### src/rtl/ysyx_25040111_mem_arb_if.sv
// Signal bundle between the icache refill port, the EXU data port and the shared LSU port.
// The arbiter takes the master view; the icache/EXU/LSU environment takes the slave view.
interface ysyx_25040111_mem_arb_if #(
  parameter int AW = 32
);
  logic          i_valid;
  logic [AW-1:0] i_addr;
  logic [7:0]    i_len;
  logic          i_burst;
  logic          i_rvalid;
  logic [31:0]   i_rdata;
  logic          i_last;

  logic          d_valid;
  logic          d_write;
  logic [AW-1:0] d_addr;
  logic [31:0]   d_wdata;
  logic [1:0]    d_mask;
  logic          d_rsign;
  logic          d_done;
  logic [31:0]   d_rdata;

  logic          m_valid;
  logic          m_ready;
  logic          m_write;
  logic [AW-1:0] m_addr;
  logic [7:0]    m_len;
  logic          m_burst;
  logic [31:0]   m_wdata;
  logic [1:0]    m_mask;
  logic          m_rsign;
  logic          m_rvalid;
  logic [31:0]   m_rdata;
  logic          m_rlast;
  logic          m_bvalid;

  logic          grant_d;

  modport master (
    input  i_valid, i_addr, i_len, i_burst,
    output i_rvalid, i_rdata, i_last,
    input  d_valid, d_write, d_addr, d_wdata, d_mask, d_rsign,
    output d_done, d_rdata,
    output m_valid, m_write, m_addr, m_len, m_burst, m_wdata, m_mask, m_rsign,
    input  m_ready, m_rvalid, m_rdata, m_rlast, m_bvalid,
    output grant_d
  );

  modport slave (
    output i_valid, i_addr, i_len, i_burst,
    input  i_rvalid, i_rdata, i_last,
    output d_valid, d_write, d_addr, d_wdata, d_mask, d_rsign,
    input  d_done, d_rdata,
    input  m_valid, m_write, m_addr, m_len, m_burst, m_wdata, m_mask, m_rsign,
    output m_ready, m_rvalid, m_rdata, m_rlast, m_bvalid,
    input  grant_d
  );
endinterface

### src/rtl/ysyx_25040111_mem_arb.sv
// Two-master arbiter sharing the LSU port between icache refills and EXU loads/stores.
// Data wins by default; a starvation counter forces an ifetch grant after STARVE_MAX data grants.
module ysyx_25040111_mem_arb #(
  parameter int STARVE_MAX = 4,
  parameter int AW         = 32
) (
  input logic                       clock,
  input logic                       reset,
  ysyx_25040111_mem_arb_if.master   bus
);
  typedef enum logic [1:0] {IDLE, REQ, RESP} state_t;

  localparam logic [3:0] STARVE_LIM = 4'(STARVE_MAX);

  state_t        state_q;
  logic          grant_d_q;
  logic [3:0]    starve_q;
  logic          write_q;
  logic [AW-1:0] addr_q;
  logic [7:0]    len_q;
  logic          burst_q;
  logic [31:0]   wdata_q;
  logic [1:0]    mask_q;
  logic          rsign_q;

  logic pick_d;
  logic resp_i;
  logic resp_d;
  logic d_complete;

  // NOTE: every signal assigned in always_comb gets a default first, so no path can infer a latch.
  always_comb begin
    pick_d = 1'b0;
    if (bus.d_valid && (!bus.i_valid || starve_q < STARVE_LIM)) pick_d = 1'b1;
  end

  // Request fields are captured at grant so the LSU sees a stable request even if the master moves on.
  // NOTE: sequential state uses non-blocking assignments only, so every flop samples pre-edge values.
  always_ff @(posedge clock) begin
    if (reset) begin
      state_q   <= IDLE;
      grant_d_q <= 1'b0;
      starve_q  <= '0;
      write_q   <= 1'b0;
      addr_q    <= '0;
      len_q     <= '0;
      burst_q   <= 1'b0;
      wdata_q   <= '0;
      mask_q    <= '0;
      rsign_q   <= 1'b0;
    end else begin
      case (state_q)
        IDLE: begin
          if (bus.i_valid || bus.d_valid) begin
            state_q   <= REQ;
            grant_d_q <= pick_d;
            if (pick_d) begin
              write_q  <= bus.d_write;
              addr_q   <= bus.d_addr;
              len_q    <= '0;
              burst_q  <= 1'b0;
              wdata_q  <= bus.d_wdata;
              mask_q   <= bus.d_mask;
              rsign_q  <= bus.d_rsign;
              starve_q <= bus.i_valid ? starve_q + 4'd1 : 4'd0;
            end else begin
              write_q  <= 1'b0;
              addr_q   <= bus.i_addr;
              len_q    <= bus.i_len;
              burst_q  <= bus.i_burst;
              wdata_q  <= '0;
              mask_q   <= 2'd2;
              rsign_q  <= 1'b0;
              starve_q <= '0;
            end
          end else begin
            starve_q <= '0;
          end
        end
        REQ: begin
          if (bus.m_ready) state_q <= RESP;
        end
        RESP: begin
          if (grant_d_q) begin
            if (d_complete) state_q <= IDLE;
          end else if (bus.m_rvalid && bus.m_rlast) begin
            state_q <= IDLE;
          end
        end
        default: state_q <= IDLE;
      endcase
    end
  end

  // Responses are gated by reset so an aborted transaction never emits a late pulse.
  assign resp_i     = (state_q == RESP) && !grant_d_q && !reset;
  assign resp_d     = (state_q == RESP) &&  grant_d_q && !reset;
  assign d_complete = write_q ? bus.m_bvalid : bus.m_rvalid;

  assign bus.i_rvalid = resp_i && bus.m_rvalid;
  assign bus.i_rdata  = (resp_i && bus.m_rvalid) ? bus.m_rdata : 32'd0;
  assign bus.i_last   = resp_i && bus.m_rvalid && bus.m_rlast;

  assign bus.d_done   = resp_d && d_complete;
  assign bus.d_rdata  = (resp_d && !write_q && bus.m_rvalid) ? bus.m_rdata : 32'd0;

  assign bus.m_valid  = (state_q == REQ);
  assign bus.m_write  = bus.m_valid && write_q;
  assign bus.m_addr   = bus.m_valid ? addr_q  : '0;
  assign bus.m_len    = bus.m_valid ? len_q   : '0;
  assign bus.m_burst  = bus.m_valid && burst_q;
  assign bus.m_wdata  = bus.m_valid ? wdata_q : '0;
  assign bus.m_mask   = bus.m_valid ? mask_q  : '0;
  assign bus.m_rsign  = bus.m_valid && rsign_q;

  assign bus.grant_d  = (state_q != IDLE) && grant_d_q;
endmodule
### src/flat_wrapper.sv
// flat-port wrapper written by rule: the top's interface ports become plain ports
module ysyx_25040111_mem_arb_flat 
#(
  parameter int STARVE_MAX = 4,
  parameter int AW         = 32
)
  (clock, reset, bus_i_valid, bus_i_addr, bus_i_len, bus_i_burst, bus_i_rvalid, bus_i_rdata, bus_i_last, bus_d_valid, bus_d_write, bus_d_addr, bus_d_wdata, bus_d_mask, bus_d_rsign, bus_d_done, bus_d_rdata, bus_m_valid, bus_m_write, bus_m_addr, bus_m_len, bus_m_burst, bus_m_wdata, bus_m_mask, bus_m_rsign, bus_m_ready, bus_m_rvalid, bus_m_rdata, bus_m_rlast, bus_m_bvalid, bus_grant_d);
  ysyx_25040111_mem_arb_if #(.AW(AW)) bus_i ();
  input logic clock;
  input logic reset;
  input wire logic [$bits(bus_i.i_valid)-1:0] bus_i_valid;
  input wire logic [$bits(bus_i.i_addr)-1:0] bus_i_addr;
  input wire logic [$bits(bus_i.i_len)-1:0] bus_i_len;
  input wire logic [$bits(bus_i.i_burst)-1:0] bus_i_burst;
  output wire logic [$bits(bus_i.i_rvalid)-1:0] bus_i_rvalid;
  output wire logic [$bits(bus_i.i_rdata)-1:0] bus_i_rdata;
  output wire logic [$bits(bus_i.i_last)-1:0] bus_i_last;
  input wire logic [$bits(bus_i.d_valid)-1:0] bus_d_valid;
  input wire logic [$bits(bus_i.d_write)-1:0] bus_d_write;
  input wire logic [$bits(bus_i.d_addr)-1:0] bus_d_addr;
  input wire logic [$bits(bus_i.d_wdata)-1:0] bus_d_wdata;
  input wire logic [$bits(bus_i.d_mask)-1:0] bus_d_mask;
  input wire logic [$bits(bus_i.d_rsign)-1:0] bus_d_rsign;
  output wire logic [$bits(bus_i.d_done)-1:0] bus_d_done;
  output wire logic [$bits(bus_i.d_rdata)-1:0] bus_d_rdata;
  output wire logic [$bits(bus_i.m_valid)-1:0] bus_m_valid;
  output wire logic [$bits(bus_i.m_write)-1:0] bus_m_write;
  output wire logic [$bits(bus_i.m_addr)-1:0] bus_m_addr;
  output wire logic [$bits(bus_i.m_len)-1:0] bus_m_len;
  output wire logic [$bits(bus_i.m_burst)-1:0] bus_m_burst;
  output wire logic [$bits(bus_i.m_wdata)-1:0] bus_m_wdata;
  output wire logic [$bits(bus_i.m_mask)-1:0] bus_m_mask;
  output wire logic [$bits(bus_i.m_rsign)-1:0] bus_m_rsign;
  input wire logic [$bits(bus_i.m_ready)-1:0] bus_m_ready;
  input wire logic [$bits(bus_i.m_rvalid)-1:0] bus_m_rvalid;
  input wire logic [$bits(bus_i.m_rdata)-1:0] bus_m_rdata;
  input wire logic [$bits(bus_i.m_rlast)-1:0] bus_m_rlast;
  input wire logic [$bits(bus_i.m_bvalid)-1:0] bus_m_bvalid;
  output wire logic [$bits(bus_i.grant_d)-1:0] bus_grant_d;
  assign bus_i.i_valid = bus_i_valid;
  assign bus_i.i_addr = bus_i_addr;
  assign bus_i.i_len = bus_i_len;
  assign bus_i.i_burst = bus_i_burst;
  assign bus_i_rvalid = bus_i.i_rvalid;
  assign bus_i_rdata = bus_i.i_rdata;
  assign bus_i_last = bus_i.i_last;
  assign bus_i.d_valid = bus_d_valid;
  assign bus_i.d_write = bus_d_write;
  assign bus_i.d_addr = bus_d_addr;
  assign bus_i.d_wdata = bus_d_wdata;
  assign bus_i.d_mask = bus_d_mask;
  assign bus_i.d_rsign = bus_d_rsign;
  assign bus_d_done = bus_i.d_done;
  assign bus_d_rdata = bus_i.d_rdata;
  assign bus_m_valid = bus_i.m_valid;
  assign bus_m_write = bus_i.m_write;
  assign bus_m_addr = bus_i.m_addr;
  assign bus_m_len = bus_i.m_len;
  assign bus_m_burst = bus_i.m_burst;
  assign bus_m_wdata = bus_i.m_wdata;
  assign bus_m_mask = bus_i.m_mask;
  assign bus_m_rsign = bus_i.m_rsign;
  assign bus_i.m_ready = bus_m_ready;
  assign bus_i.m_rvalid = bus_m_rvalid;
  assign bus_i.m_rdata = bus_m_rdata;
  assign bus_i.m_rlast = bus_m_rlast;
  assign bus_i.m_bvalid = bus_m_bvalid;
  assign bus_grant_d = bus_i.grant_d;
  ysyx_25040111_mem_arb #(.STARVE_MAX(STARVE_MAX), .AW(AW)) u_core (.clock(clock), .reset(reset), .bus(bus_i));
endmodule
### config.mk
export PLATFORM = sky130hd
export DESIGN_NAME = ysyx_25040111_mem_arb_flat
export DESIGN_NICKNAME = d
export VERILOG_FILES = /design/src/rtl/ysyx_25040111_mem_arb_if.sv /design/src/rtl/ysyx_25040111_mem_arb.sv /design/src/flat_wrapper.sv
export SDC_FILE = /design/constraint.sdc
export NUM_CORES = 1
export LEC_CHECK = 0
export ABC_AREA = 1
export ABC_CLOCK_PERIOD_IN_PS = 2200
export BUFFER_PORTS_ARGS = -buffer_cell sky130_fd_sc_hd__buf_2
export CAP_MARGIN = 0
export CORE_AREA = 2 2 116 118
export DETAILED_ROUTE_END_ITERATION = 7
export DIE_AREA = 0 0 118 120
export HOLD_SLACK_MARGIN = 0.05
export PLACE_DENSITY = 0.74
export SLEW_MARGIN = 5
export SYNTH_ARGS = -nofsm -noshare
export SYNTH_HDL_FRONTEND = slang
export SYNTH_SLANG_ARGS = --single-unit
### constraint.sdc
create_clock -name clock -period 2.2 [get_ports clock]
set_input_delay 0.66 -clock clock [delete_from_list [all_inputs] [get_ports clock]]
set_output_delay 0.66 -clock clock [all_outputs]
set_load 0.005 [all_outputs]
* Word-level counts from Yosys, hierarchy flattened *
Cells that the tools add are included.

storage, ports and cells
  logic and storage cells = 67
  register bits after elaboration = 84
  memory bits (writable) = 0
  input port bits = 149
  memories = 0
  output and inout port bits = 146
  ROM bits = 0
  bits in latches = 0

operators by class
  equality and inequality tests = 6
  multipliers = 0
  add/sub/neg operators = 1
  shifts and indexed selects = 0
  bitwise operators = 0
  order comparisons = 1
  mux-type cells = 24
  reduce and logical (&&, ||, !) cells = 25
  div/mod/pow operators = 0

operators with widths
  cell                                                        count
  2-to-1 mux 32 bit                                           6
  2-to-1 mux 8 bit                                            2
  logical AND 1 bit                                           15
  2-to-1 mux 2 bit                                            7
  2-to-1 mux 4 bit                                            3
  case mux 2 bit (3 select lines)                             1
  2-to-1 mux 1 bit                                            5
  adder 4 x 1 -> 4 bit, second input constant                 1
  zero test 1 bit                                             4
  less-than comparator 4 x 3 -> 1 bit, second input constant  1
  AND reduction 4 bit                                         1
  inequality test 3 x 1 -> 1 bit, second input constant       1
  inequality test 3 bit, second input constant                1
  equality test 2 x 1 -> 1 bit, second input constant         1
  equality test 2 bit, second input constant                  1
  zero test 2 bit                                             1
  logical OR 1 bit                                            2
  inequality test 2 x 1 -> 1 bit, second input constant       1
  inequality test 2 bit, second input constant                1
  AND reduction 2 bit                                         1
  nonzero test 2 bit                                          1

* Depth between registers and ports, before layout *
  depth after elaboration = 6
  depth in mapped cells = 8
  depth with buffers taken out = 7

* Worst setup path after synthesis *
Ideal clock, no wire load.

  path kind = input-to-output
  from = input reset
  to = output bus_i_rdata[10]
  data required time = 1.540 ns
  stages = 4
  setup slack = 0.338 ns
  path buffers = 1
  arrival time = 1.202 ns
  cell sequence = inv_1 nand3_1 buf_2 nor2_1

between the ends
  longest elaborated chain between the ends = 4

RTL lines
  what               line                          source
  start, declared    flat_wrapper.sv:10            input logic reset;
  zero test 1 bit    ysyx_25040111_mem_arb.sv:96   assign resp_i = (state_q == RESP) && !grant_d_q && !reset;
  logical AND 1 bit  ysyx_25040111_mem_arb.sv:96
  logical AND 1 bit  ysyx_25040111_mem_arb.sv:101  assign bus.i_rdata = (resp_i && bus.m_rvalid) ? bus.m_rdata : 32'd0;
  2-to-1 mux 32 bit  ysyx_25040111_mem_arb.sv:101
  end, declared      flat_wrapper.sv:16            output wire logic [$bits(bus_i.i_rdata)-1:0] bus_i_rdata;

Every way passes these cells.

* Worst setup path in the final report *
  from = input reset
  to = output bus_d_rdata[6]

between the ends
  longest elaborated chain between the ends = 5

RTL lines
  what                            line                          source
  zero test 1 bit                 ysyx_25040111_mem_arb.sv:97   assign resp_d = (state_q == RESP) && grant_d_q && !reset;
  logical AND 1 bit               ysyx_25040111_mem_arb.sv:97
  logical AND 1 bit (2 in a row)  ysyx_25040111_mem_arb.sv:105  assign bus.d_rdata = (resp_d && !write_q && bus.m_rvalid) ? bus.m_rdata : 32'd0;
  2-to-1 mux 32 bit               ysyx_25040111_mem_arb.sv:105
  end, declared                   flat_wrapper.sv:25            output wire logic [$bits(bus_i.d_rdata)-1:0] bus_d_rdata;

Every way passes these cells.

==> impl_metrics.yaml <==
floorplanning:
  rows: 42
  die-width_microns: 118
  boundaryPins: 295
  fp.coreArea_sq_um: 12980
  die_h_microns: 120
  start_util_pct: 36.05
  fp.dieArea_sq_um: 14160
critical_path:
  reg2reg_slack_ns: 0.48
  cpMostUsedCell: "buf_2"
  r2r_start: "u_core.state_q[0]"
  startpoint: "reset"
  rr_worst_depth: 7
  rr_endpoint: "u_core.addr_q[26]"
  cp-start-kind: "input pin"
  crit_slowest_cell: "buf_6"
  endpoint_kind: "output pin"
  cp-endpoint: "bus_d_rdata[6]"
  crit_arrival_ns: 1.59
  cp.required_ns: 1.54
  crit_type: "input pin to output pin"
  critPathMaxStageDelay_ns: 0.17
  crit_chain: "buf_2 > inv_1 > nand4_1 > buf_6 > clkbuf_16 > nor2_1 > buf_2"
  crit_fanout: 8
pwr:
  p_leak_nw: 3.869
  power_density_nw_per_um2: 679.6
  ir_worst_vdd_uv: 324.5
  total_power_mw: 4.664
detailed_routing:
  dr.pass1.iters: 4
  drtAntennaViolNets: 0
  vias: 5772
  drt-total-wl_microns: 16310
  via_per_inst: 4.670
  drt_iter0_markers: 317
  routedWlPerCell_microns: 13.19
  drc: 0
job:
  drv_cap: 0
status:
  outcome: "finished, violations left"
  violations: "negative setup slack"
global_route:
  antenna_found_initial: 4
  grt_max_degree: 80
  grt.total_usage_pct: 21.51
  grt-ovfl-total: 0
  grt_pass1_wl_microns: 24740
  first_global_vias: 5146
cts:
  h-tree-depth: 3
  cts.reportedPaths.clkPinSlew_ns: 0.06
  clock_latency_ns: 0.33
  postCtsHoldBufs: 0
  cts-root-buf: "clkbuf_16"
  cts_tree: "built"
  cts_buffer_depth: 2
  cts_sinks: 84
  numCtsBuffers: 9
placement:
  place_area_sq_um: 6331
  dp_slack_ns: 0.06835
  hpwl_microns: 11320
  dp.cells: 1211
  port_buffers: 294
  place_congestion: 0.7802
sta:
  grt_setup_unrepaired: "true"
  relSlewSlack_pct: 47.58
  setup_viol: 1
  finalSetupTns_ns: -0.05407
  drv_slew: 0
  fin_crit_sh_pct: 102.5
  fmax_ghz: 0.4436
  hold_ws_ns: 0.4622
  worst_pin_slew_ns: 0.7864
  fin_crit_ns: 2.254
  hold_violations: 0
  setup_ws_ns: -0.05407
  clock_skew_ns: 0.004791
finish:
  drive_gt1_share_pct: 34.25
  fin_area_sq_um: 6864
  utilization_pct: 52.88
  syn2layout_area_growth_pct: 46.68
  final_cells: 1236
  final_nets: 1202
yosys:
  synth_top_area_share_pct: 35.94
  synthCells: 783
  ys_seq_area_share_pct: 35.94
  synth_area_leader_cell: "dfxtp_1"
  syn_nets: 933
  syn_avg_cell_area_sq_um: 5.976
  synth_area_sq_um: 4679
  synth_seq_cells: 84
  synth.distinct_cells: 19
  ys_top_cells_by_area: "dfxtp_1, nor2_1, inv_1"
  ys.warnings.count: 0
min_path:
  hold_depth: 2
  hold_class: "flop to flop"
[Yosys cell counts]
cell type,count
o21ai_2,2
nand2_1,116
nor2_4,1
dfxtp_1,84
nor2_1,159
inv_1,157
nand3_1,69
buf_1,8
nor4_1,1
nand2_2,1
inv_2,1
a21oi_1,81
ha_1,1
nand4_1,39
clkbuf_1,24
xor2_1,1
buf_4,2
buf_2,25
o21ai_0,11
[state kept, by name, summed over array words and instances, names as in the netlist]
register          flops
u_core.addr_q        32
u_core.wdata_q       32
u_core.len_q          8
u_core.starve_q       4
u_core.mask_q         2
u_core.state_q        2
u_core.burst_q        1
u_core.grant_d_q      1
u_core.rsign_q        1
u_core.write_q        1
[critical path: cells and delay by family]
family                 cells  cell delay (ns)
and+or+nand+nor            2             0.25
buffers and inverters      5             0.68
[layout by cell type (no fill, tap or decap), drive strengths merged]
master / n
a21oi: 81
nand2: 117
nand3: 69
inv: 158
dfxtp: 84
clkbuf: 14
xor2: 1
o21ai: 13
ha: 1
clkinvlp: 1
clkinv: 1
bufinv: 2
buf: 315
nand4: 39
nor4: 1
nor2: 160
diode: 3
[power by group]
part / internal (mW) / switching (mW) / leakage [nW]
Clock: 1.02 / 0.589 / 0.153
Sequential: 1.72 / 0.0705 / 0.694
Combinational: 0.477 / 0.784 / 3.02
[cell type report]
type | instances | area [sq um]
fill | 1367 | 6116
clock buffer | 12 | 246.5
antenna | 3 | 7.507
tap | 176 | 220.2
inverter | 158 | 593.1
timing repair buffer | 317 | 1762
sequential | 84 | 1688
multi-input combinational | 482 | 2275
clock inverter | 4 | 72.57
[cell families after synthesis]
| kind of cell | after synthesis | share of synthesized area [%] |
|---|---|---|
| and+or+nand+nor | 386 | 35.16 |
| buffers and inverters | 217 | 18.24 |
| xor gates and xnor gates | 1 | 0.1872 |
| AOI/OAI and AO/OA | 94 | 10.21 |
| adders and majority gates | 1 | 0.2673 |
| DFF | 84 | 35.94 |
[worst min path at each step]
stage                                  start                 end
after floorplan           u_core.starve_q[3]  u_core.starve_q[3]
after global placement    u_core.wdata_q[27]  u_core.wdata_q[27]
after detailed placement  u_core.wdata_q[30]  u_core.wdata_q[30]
after CTS                 u_core.wdata_q[30]  u_core.wdata_q[30]
after global routing       u_core.wdata_q[2]   u_core.wdata_q[2]
final                     u_core.wdata_q[30]  u_core.wdata_q[30]
[what timing repair did]
item,CTS,global route
endpoints found under the setup margin,7,35
setup buffers,0,3
cloned,0,3
resized for setup,1,38
pin swaps,0,2
[per-layer routing]
metal	up-vias	track usage, %	share of wire (%)	wire length (microns)
li1	2931	-	-	-
met1	2589	23.60	39	6426
met2	213	40.44	51	8397
met3	39	4.610	5.7	924
met4	0	8.133	3.4	557
met5	-	0	0	0
No activity file was read; power rests on OpenSTA's default activity.
